## src/rtl/bcd_serial_if.sv

```systemverilog
// Handshake bundle for bcd_serial: input valid/ready/data and output valid/ready/result.
interface bcd_serial_if #(
   parameter int BIN_W  = 9,
   parameter int DIGITS = 3
);
   logic                  in_valid;
   logic                  in_ready;
   logic [BIN_W-1:0]      in_data;
   logic                  out_valid;
   logic                  out_ready;
   logic [4*DIGITS-1:0]   bcd_out;
   logic                  ovf;

   modport master (
      output in_valid, in_data, out_ready,
      input  in_ready, out_valid, bcd_out, ovf
   );

   modport slave (
      input  in_valid, in_data, out_ready,
      output in_ready, out_valid, bcd_out, ovf
   );
endinterface

```

## src/rtl/bcd_serial.sv

```systemverilog
// Iterative binary-to-BCD converter (double dabble), one bit per clock, sticky overflow.
// Optional leading-zero blanking (digits read 4'hF) when BCD_BLANK_EN is defined.
module bcd_serial #(
   parameter int BIN_W  = 9,
   parameter int DIGITS = 3,
   parameter int CNT_W  = $clog2(BIN_W + 1)
) (
   input  logic         clk,
   input  logic         rst_n,
   bcd_serial_if.slave  io
);
   localparam int BCD_W = 4 * DIGITS;

   typedef enum logic [1:0] {IDLE, SHIFT, DONE} state_t;

   state_t             state_q, state_d;
   logic [CNT_W-1:0]   cnt_q, cnt_d;
   logic [BIN_W-1:0]   bin_q, bin_d;
   logic [BCD_W-1:0]   acc_q, acc_d;
   logic [BCD_W-1:0]   bcd_q, bcd_d;
   logic               ovf_q, ovf_d;
   logic               vld_q, vld_d;
   logic [BCD_W-1:0]   corr;
   logic [BCD_W-1:0]   acc_sh;

`ifdef BCD_BLANK_EN
   function automatic logic [BCD_W-1:0] blank(input logic [BCD_W-1:0] v);
      logic lead;
      blank = v;
      lead  = 1'b1;
      for (int unsigned i = DIGITS - 1; i > 0; i--) begin
         if (lead && (v[4*i +: 4] == 4'd0)) blank[4*i +: 4] = 4'hF;
         else                               lead = 1'b0;
      end
   endfunction
`else
   function automatic logic [BCD_W-1:0] blank(input logic [BCD_W-1:0] v);
      blank = v;
   endfunction
`endif

   // Add-3 correction precedes the shift within the same cycle
   always_comb begin
      corr = acc_q;
      for (int unsigned i = 0; i < DIGITS; i++) begin
         if (acc_q[4*i +: 4] >= 4'd5) corr[4*i +: 4] = acc_q[4*i +: 4] + 4'd3;
      end
      acc_sh = {corr[BCD_W-2:0], bin_q[BIN_W-1]};
   end

   always_comb begin
      state_d = state_q;
      cnt_d   = cnt_q;
      bin_d   = bin_q;
      acc_d   = acc_q;
      bcd_d   = bcd_q;
      ovf_d   = ovf_q;
      vld_d   = vld_q;
      case (state_q)
         IDLE: begin
            if (io.in_valid) begin
               bin_d   = io.in_data;
               acc_d   = '0;
               cnt_d   = CNT_W'(BIN_W);
               ovf_d   = 1'b0;
               state_d = SHIFT;
            end
         end
         SHIFT: begin
            bin_d = bin_q << 1;
            acc_d = acc_sh;
            ovf_d = ovf_q | corr[BCD_W-1];
            cnt_d = cnt_q - CNT_W'(1);
            if (cnt_q == CNT_W'(1)) begin
               state_d = DONE;
               vld_d   = 1'b1;
               bcd_d   = blank(acc_sh);
            end
         end
         DONE: begin
            if (io.out_ready) begin
               state_d = IDLE;
               vld_d   = 1'b0;
            end
         end
         default: state_d = IDLE;
      endcase
   end

   always_ff @(posedge clk or negedge rst_n) begin
      if (!rst_n) begin
         state_q <= IDLE;
         cnt_q   <= '0;
         bin_q   <= '0;
         acc_q   <= '0;
         bcd_q   <= '0;
         ovf_q   <= 1'b0;
         vld_q   <= 1'b0;
      end else begin
         state_q <= state_d;
         cnt_q   <= cnt_d;
         bin_q   <= bin_d;
         acc_q   <= acc_d;
         bcd_q   <= bcd_d;
         ovf_q   <= ovf_d;
         vld_q   <= vld_d;
      end
   end

   assign io.in_ready  = (state_q == IDLE);
   assign io.out_valid = vld_q;
   assign io.bcd_out   = bcd_q;
   assign io.ovf       = ovf_q;
endmodule

```

## src/flat_wrapper.sv

```systemverilog
// flat-port wrapper written by rule: the top's interface ports become plain ports
module bcd_serial_flat 
#(
   parameter int BIN_W  = 9,
   parameter int DIGITS = 3,
   parameter int CNT_W  = $clog2(BIN_W + 1)
)
  (clk, rst_n, io_in_valid, io_in_data, io_out_ready, io_in_ready, io_out_valid, io_bcd_out, io_ovf);
  bcd_serial_if #(.BIN_W(BIN_W), .DIGITS(DIGITS)) io_i ();
  input  logic clk;
  input  logic rst_n;
  input wire logic [$bits(io_i.in_valid)-1:0] io_in_valid;
  input wire logic [$bits(io_i.in_data)-1:0] io_in_data;
  input wire logic [$bits(io_i.out_ready)-1:0] io_out_ready;
  output wire logic [$bits(io_i.in_ready)-1:0] io_in_ready;
  output wire logic [$bits(io_i.out_valid)-1:0] io_out_valid;
  output wire logic [$bits(io_i.bcd_out)-1:0] io_bcd_out;
  output wire logic [$bits(io_i.ovf)-1:0] io_ovf;
  assign io_i.in_valid = io_in_valid;
  assign io_i.in_data = io_in_data;
  assign io_i.out_ready = io_out_ready;
  assign io_in_ready = io_i.in_ready;
  assign io_out_valid = io_i.out_valid;
  assign io_bcd_out = io_i.bcd_out;
  assign io_ovf = io_i.ovf;
  bcd_serial #(.BIN_W(BIN_W), .DIGITS(DIGITS), .CNT_W(CNT_W)) u_core (.clk(clk), .rst_n(rst_n), .io(io_i));
endmodule
```

## config.mk

```make
export PLATFORM = sky130hd
export DESIGN_NAME = bcd_serial_flat
export DESIGN_NICKNAME = d
export VERILOG_FILES = /design/src/rtl/bcd_serial_if.sv /design/src/rtl/bcd_serial.sv /design/src/flat_wrapper.sv
export SDC_FILE = /design/constraint.sdc
export NUM_CORES = 1
export LEC_CHECK = 0
export CELL_PAD_IN_SITES_DETAIL_PLACEMENT = 0
export CELL_PAD_IN_SITES_GLOBAL_PLACEMENT = 2
export CORE_MARGIN = 10
export CORE_UTILIZATION = 34
export DETAILED_ROUTE_END_ITERATION = 16
export PLACE_DENSITY_LB_ADDON = 0.1
export SLEW_MARGIN = 0
export SYNTH_ARGS = -nofsm -noshare
export SYNTH_HDL_FRONTEND = slang
export SYNTH_SLANG_ARGS = --single-unit
```

## constraint.sdc

```tcl
create_clock -name clk -period 2.07 [get_ports clk]
set_clock_uncertainty 0.15 [all_clocks]
set_input_delay 0.621 -clock clk [delete_from_list [all_inputs] [get_ports clk]]
set_output_delay 0.621 -clock clk [all_outputs]
set_load 0.01 [all_outputs]
```

==> flow_metrics.env, run 1 <==
export IMPL_fp_dieW_um=96.69
export IMPL_seq_area_frac_synth=0.5131
export IMPL_cts_root_buffer="clkbuf_8"
export IMPL_r2r_slack_ns=0.19
export IMPL_io_pins=28
export IMPL_final_setup_tns_ns=0
export IMPL_synth_edff_count=0
export IMPL_rsz0062_at_grt="no"
export IMPL_drt_wl_total_um=4491
export IMPL_dr_pass1_iters=4
export IMPL_place_hpwl_um=3228
export IMPL_grt_pass1_vias=1526
export IMPL_clock_sinks=41
export IMPL_syn_area_um2=1999
export IMPL_core_area_um2=5608
export IMPL_cp_max_fo=3
export IMPL_h_tree_depth=2
export IMPL_grt_max_degree=26
export IMPL_std_cell_rows=27
export IMPL_cts_clk_slew_worst_paths_ns=0.08
export IMPL_cp_data_arrival_time_ns=1.21
export IMPL_fmax_mhz=504.1
export IMPL_worst_setup_path_end_kind="output port"
export IMPL_yosysMostFrequentCell="dfrtp_1"
export IMPL_grt_usage=0.09446
export IMPL_finalSetupViolCount=0
export IMPL_via_per_inst=5.098
export IMPL_post_route_period_util=0.9583
export IMPL_p_leak_nw=1.103
export IMPL_grt_pass1_wl_um=7569
export IMPL_r2r_start="u_core.cnt_q[1]$_DFFE_PN0P_"
export IMPL_drv_slew=0
export IMPL_yosysWarnings=0
export IMPL_fin_crit_ns=1.984
export IMPL_power_per_cell_area_nw_per_um2=1555
export IMPL_drc_errors=0
export IMPL_portBuffers=27
export IMPL_slowest_stage="clkdlybuf4s50_1"
export IMPL_wl_per_cell_um=14.68
export IMPL_slowest_delay_ns=0.55
export IMPL_hold_viol_final=0
export IMPL_num_fill_cells=541
export IMPL_dieHeight_um=96.69
export IMPL_insertion_delay_ns=0.29
export IMPL_yosys_area_top_type="dfrtp_1"
export IMPL_async_flop_share=1.000
export IMPL_cts_tree="built"
export IMPL_critPathTopFamily="buffers and inverters"
export IMPL_synth_distinct_cells=29
export IMPL_final_cell_count_no_fill=306
export IMPL_ctsLongestPathBuffers=2
export IMPL_holdCritPathClass="in -> async"
export IMPL_insertedDiodeCount=0
export IMPL_r2r_cells=5
export IMPL_drt_initial_drc_count=69
export IMPL_dieArea_um2=9348
export IMPL_holdBufCountCts=0
export IMPL_critPathKind="reg -> out"
export IMPL_dp_cells=298
export IMPL_crit_required_ns=1.30
export IMPL_status="finished, final reports clean"
export IMPL_syn_to_final_growth_pct=25.91
export IMPL_worst_slew_pin_slew_ns=0.4192
export IMPL_cp_buffers_inverters=1
export IMPL_ir_worst_vdd_mv=0.5630
export IMPL_avgSynthCellArea_um2=10.15
export IMPL_cts_setup_buffers=0
export IMPL_antenna_found_initial=0
export IMPL_grt_overflow_total=0
export IMPL_synthDominantCellAreaShare=0.5131
export IMPL_synth_common_cells="dfrtp_1, o21ai_0, nand2_1"
export IMPL_slew_headroom=0.7196
export IMPL_nets=254
export IMPL_synth_nets=218
export IMPL_synth_ff_latch_count=41
export IMPL_vias=1560
export IMPL_worstSetupStartpointType="register"
export IMPL_timing_rr_end="u_core.io.bcd_out[2]$_DFFE_PN0P_"
export IMPL_drive_above_1_share=0.1282
export IMPL_postRouteAntennaNets=0
export IMPL_start_util=0.3565
export IMPL_maxCapViolations=0
export IMPL_synth_area_leaders="dfrtp_1, o21ai_0, ha_1"
export IMPL_netlist_instances=197
export IMPL_globalplace_congestion=0.7480
export IMPL_ys_flop_type="dfrtp_1"
export IMPL_cts_buffers=5
export IMPL_path_cells="clkdlybuf4s50_1"
==> kinds of logic (layout without fill, tap and decap cells) <==
kind of cell	Yosys count	after routing	synth area share
compound gates	70	70	0.2034
simple gates	47	47	0.1208
flops	41	41	0.5131
buf+inv	20	57	0.05068
fa+ha+maj	8	8	0.05006
mux	8	8	0.04881
xor+xnor	3	3	0.01314
==> area by class of cell <==
class / instances / area, um2 / share of cell area
flip-flops and latches: 41 / 1026 / 0.4076
inverters: 11 / 41.29 / 0.01640
repair buffers: 38 / 371.6 / 0.1476
multi-input cells: 136 / 872.1 / 0.3464
well taps: 72 / 90.09 / 0.03579
clock inverters: 1 / 30.03 / 0.01193
clock buffers: 7 / 86.33 / 0.03429
==> where the power goes <==
group	switching (mW)	internal, mW
registers	0.298	1.16
logic	0.885	0.900
clock network	0.275	0.393
==> flip-flops by register name (all words and copies together) (netlist names) <==
name                 cells
u_core.io.bcd_out       12
u_core.state_q           2
u_core.io.ovf            1
u_core.cnt_q             4
u_core.io.out_valid      1
u_core.acc_q            12
u_core.bin_q             9
==> layer usage <==
metal | share of wire | wire length [um] | up-vias | track usage
li1 | - | - | 767 | -
met1 | 0.44 | 1969 | 744 | 0.1099
met2 | 0.49 | 2197 | 45 | 0.1534
met3 | 0.068 | 304 | 4 | 0.04045
met4 | 0.0047 | 21 | 0 | 0.02818
met5 | 0 | 0 | - | 0
==> cell usage in the layout, fill, tap and decap left out, types with 2 or more instances in the layout <==
master / netlist / layout
dfrtp_1: 41 / 41
o21ai_0: 25 / 25
clkdlybuf4s50_1: 0 / 25
nand2_1: 20 / 20
a21oi_1: 19 / 19
o22ai_1: 16 / 16
inv_1: 10 / 10
buf_4: 4 / 9
ha_1: 8 / 8
nor3b_1: 6 / 6
clkbuf_8: 0 / 6
a22o_1: 5 / 5
nand2b_1: 4 / 4
nor3_1: 4 / 4
nand3_1: 4 / 4
nor2_1: 3 / 3
nor2b_1: 3 / 3
a21oi_2: 3 / 3
mux2i_1: 3 / 3
mux2_4: 3 / 3
xnor2_1: 3 / 3
mux2_2: 2 / 2
buf_12: 0 / 2
==> what timing repair did <==
| action | 4_1_cts | 5_1_grt |
|---|---|---|
| gates resized for setup | 1 | 0 |
| endpoints found under the setup margin | 1 | 0 |
| hold endpoints to repair | 0 | 0 |
==> how the worst max path moves through the flow <==
| stage | from | endpoint | slack [ns] | cells past startpoint |
|---|---|---|---|---|
| after CTS | u_core.io.out_valid$_DFFE_PN0P_ | io_out_valid | 0.07 | 1 |
| after floorplan | u_core.acc_q[4]$_DFFE_PN0P_ | u_core.io.bcd_out[6]$_DFFE_PN0P_ | 0.49 | 6 |
| final | u_core.io.out_valid$_DFFE_PN0P_ | io_out_valid | 0.09 | 1 |
| after global placement | io_in_valid | u_core.bin_q[4]$_DFFE_PN0P_ | 0.11 | 6 |
| after global routing | u_core.io.out_valid$_DFFE_PN0P_ | io_out_valid | 0.02 | 1 |
| after detailed placement | io_in_valid | u_core.bin_q[6]$_DFFE_PN0P_ | 0.04 | 6 |
==> per-stage QoR <==
stage               total power, mW  cell area [um2]  setup WS (ns)  utilization  hold slack (ns)
finish                        3.915             2517        0.08626       0.4489          0.09934
global placement              3.236             2402         0.1060       0.4284           0.3108
global route                  4.280             2517        0.02247       0.4489           0.1192
CTS                           3.974             2517        0.07318       0.4489           0.1155
detailed placement            3.292             2402        0.04295       0.4284           0.3203
floorplan                     2.637             1999         0.4857            -           0.1754
No activity file was read; power rests on OpenSTA's default activity.
==> inputs of run 2 (changes only) <==
- RECOVER_POWER: unset -> 25
- SLEW_MARGIN: 0 -> 20
==> flow_metrics.env, run 2 (synthesis results as in run 1) <==
export IMPL_mostFrequentLayoutCells="dfrtp_1, o21ai_0, clkdlybuf4s50_1"
export IMPL_cts_root_buffer="clkbuf_8"
export IMPL_p_sw_mw=1.458
export IMPL_dr_pass1_iters=4
export IMPL_slowest_stage="clkdlybuf4s50_1"
export IMPL_pwr_share_comb=0.455
export IMPL_grt_max_degree=26
export IMPL_fin_area_um2=2501
export IMPL_grt_pass1_vias=1526
export IMPL_via_per_inst=5.098
export IMPL_pwr_share_seq=0.374
export IMPL_fin_crit_ns=1.984
export IMPL_crit_required_ns=1.30
export IMPL_slew_headroom=0.3906
export IMPL_fin_util=0.4460
export IMPL_grt_overflow_total=0
export IMPL_worst_slew_pin_slew_ns=0.9141
export IMPL_slowest_delay_ns=0.55
export IMPL_hold_viol_final=0
export IMPL_cp_buffers_inverters=1
export IMPL_cts_clk_slew_worst_paths_ns=0.08
export IMPL_std_cell_rows=27
export IMPL_p_clk_frac=0.171
export IMPL_p_leak_nw=1.095
export IMPL_status="finished, final reports clean"
export IMPL_holdBufCountCts=0
export IMPL_path_cells="clkdlybuf4s50_1"
export IMPL_cts_tree="built"
export IMPL_place_hpwl_um=3228
export IMPL_grt_pass1_wl_um=7569
export IMPL_critPathTopFamily="buffers and inverters"
export IMPL_final_common_cell="dfrtp_1"
export IMPL_h_tree_depth=2
export IMPL_critPathCapture="io_out_valid"
export IMPL_portBuffers=27
export IMPL_r2r_start="u_core.cnt_q[1]$_DFFE_PN0P_"
export IMPL_dieHeight_um=96.69
export IMPL_placed_area_um2=2402
export IMPL_ir_worst_vdd_mv=0.5629
export IMPL_globalplace_congestion=0.7480
export IMPL_drv_slew=0
export IMPL_post_route_period_util=0.9583
export IMPL_ctsLongestPathBuffers=2
export IMPL_core_area_um2=5608
export IMPL_fp_dieW_um=96.69
export IMPL_setup_worst_path_start="u_core.io.out_valid$_DFFE_PN0P_"
export IMPL_power_per_cell_area_nw_per_um2=1564
export IMPL_antenna_found_initial=0
export IMPL_start_util=0.3565
export IMPL_drt_wl_total_um=4494
export IMPL_drive_above_1_share=0.1239
export IMPL_io_pins=28
export IMPL_clock_sinks=41
export IMPL_cp_max_fo=3
export IMPL_cp_data_arrival_time_ns=1.21
export IMPL_timing_rr_end="u_core.io.bcd_out[2]$_DFFE_PN0P_"
export IMPL_postRouteAntennaNets=0
export IMPL_finalSetupViolCount=0
export IMPL_dieArea_um2=9348
export IMPL_p_sw_frac=0.3727
export IMPL_fmax_mhz=504.1
export IMPL_grt_usage=0.09446
export IMPL_wl_per_cell_um=14.69
export IMPL_r2r_cells=5
export IMPL_insertedDiodeCount=0
export IMPL_critPathKind="reg -> out"
export IMPL_syn_to_final_growth_pct=25.09
export IMPL_worst_setup_path_end_kind="output port"
export IMPL_r2r_slack_ns=0.19
export IMPL_worst_path_stages=1
export IMPL_internal_power_mw=2.454
export IMPL_rsz0062_at_grt="no"
export IMPL_cts_buffers=5
export IMPL_holdCritPathClass="in -> async"
export IMPL_vias=1560
export IMPL_drt_initial_drc_count=67
export IMPL_final_setup_tns_ns=0
export IMPL_nets=254
export IMPL_maxCapViolations=0
export IMPL_drc_errors=0
export IMPL_insertion_delay_ns=0.29
export IMPL_worstSetupStartpointType="register"
==> run 2: changes by cell type in the layout (fill, tap and decap cells not counted), sizes merged <==
cell / before / now
buf: 12 / 10
clkbuf: 7 / 9
==> run 2: how the worst min path moves through the flow <==
stage | from | slack [ns] | depth (start not counted) | end
after floorplan | rst_n | 0.18 | 0 | u_core.acc_q[0]$_DFFE_PN0P_
after global placement | u_core.io.bcd_out[4]$_DFFE_PN0P_ | 0.31 | 2 | u_core.io.bcd_out[4]$_DFFE_PN0P_
after detailed placement | u_core.io.bcd_out[9]$_DFFE_PN0P_ | 0.32 | 2 | u_core.io.bcd_out[9]$_DFFE_PN0P_
after CTS | rst_n | 0.12 | 1 | u_core.io.bcd_out[5]$_DFFE_PN0P_
after global routing | rst_n | 0.36 | 1 | u_core.io.bcd_out[5]$_DFFE_PN0P_
final | rst_n | 0.28 | 1 | u_core.io.bcd_out[5]$_DFFE_PN0P_
==> run 2: power groups by stage <==
stage / Sequential, mW / Combinational (mW) / Clock, mW
finish: 1.46 / 1.78 / 0.669
global placement: 1.46 / 1.77 / 0
global route: 1.52 / 2.03 / 0.732
detailed placement: 1.47 / 1.82 / 0
CTS: 1.46 / 1.82 / 0.691
floorplan: 1.47 / 1.16 / 0
==> run 2: through the flow <==
stage | worst slack, ns | power [mW] | cells | hold WS [ns]
floorplan | 0.4857 | 2.637 | 197 | 0.1754
CTS | 0.07318 | 3.974 | 306 | 0.1155
global route | 0.02247 | 4.275 | 306 | 0.3593
detailed placement | 0.04295 | 3.292 | 298 | 0.3203
global placement | 0.1060 | 3.236 | 298 | 0.3108
finish | 0.08626 | 3.911 | 306 | 0.2803
==> run 2: area by class of cell <==
type	instances	area [um2]
flip-flops and latches	41	1026
repair buffers	38	355.3
clock buffers	7	86.33
fillers	541	3107
inverters	11	41.29
well taps	72	90.09
clock inverters	1	30.03
multi-input cells	136	872.1
==> run 2: metal layers <==
metal,part of all wire,global-route usage
met5,0,0
met4,0.0047,0.02818
met2,0.49,0.1534
met3,0.068,0.04045
met1,0.44,0.1099
==> run 2: what timing repair did <==
item | in CTS | in global routing
resized for setup | 1 | 0
endpoints found under the setup margin | 1 | 0
endpoints found under the hold margin | 0 | 0
setup buffers | 0 | 0
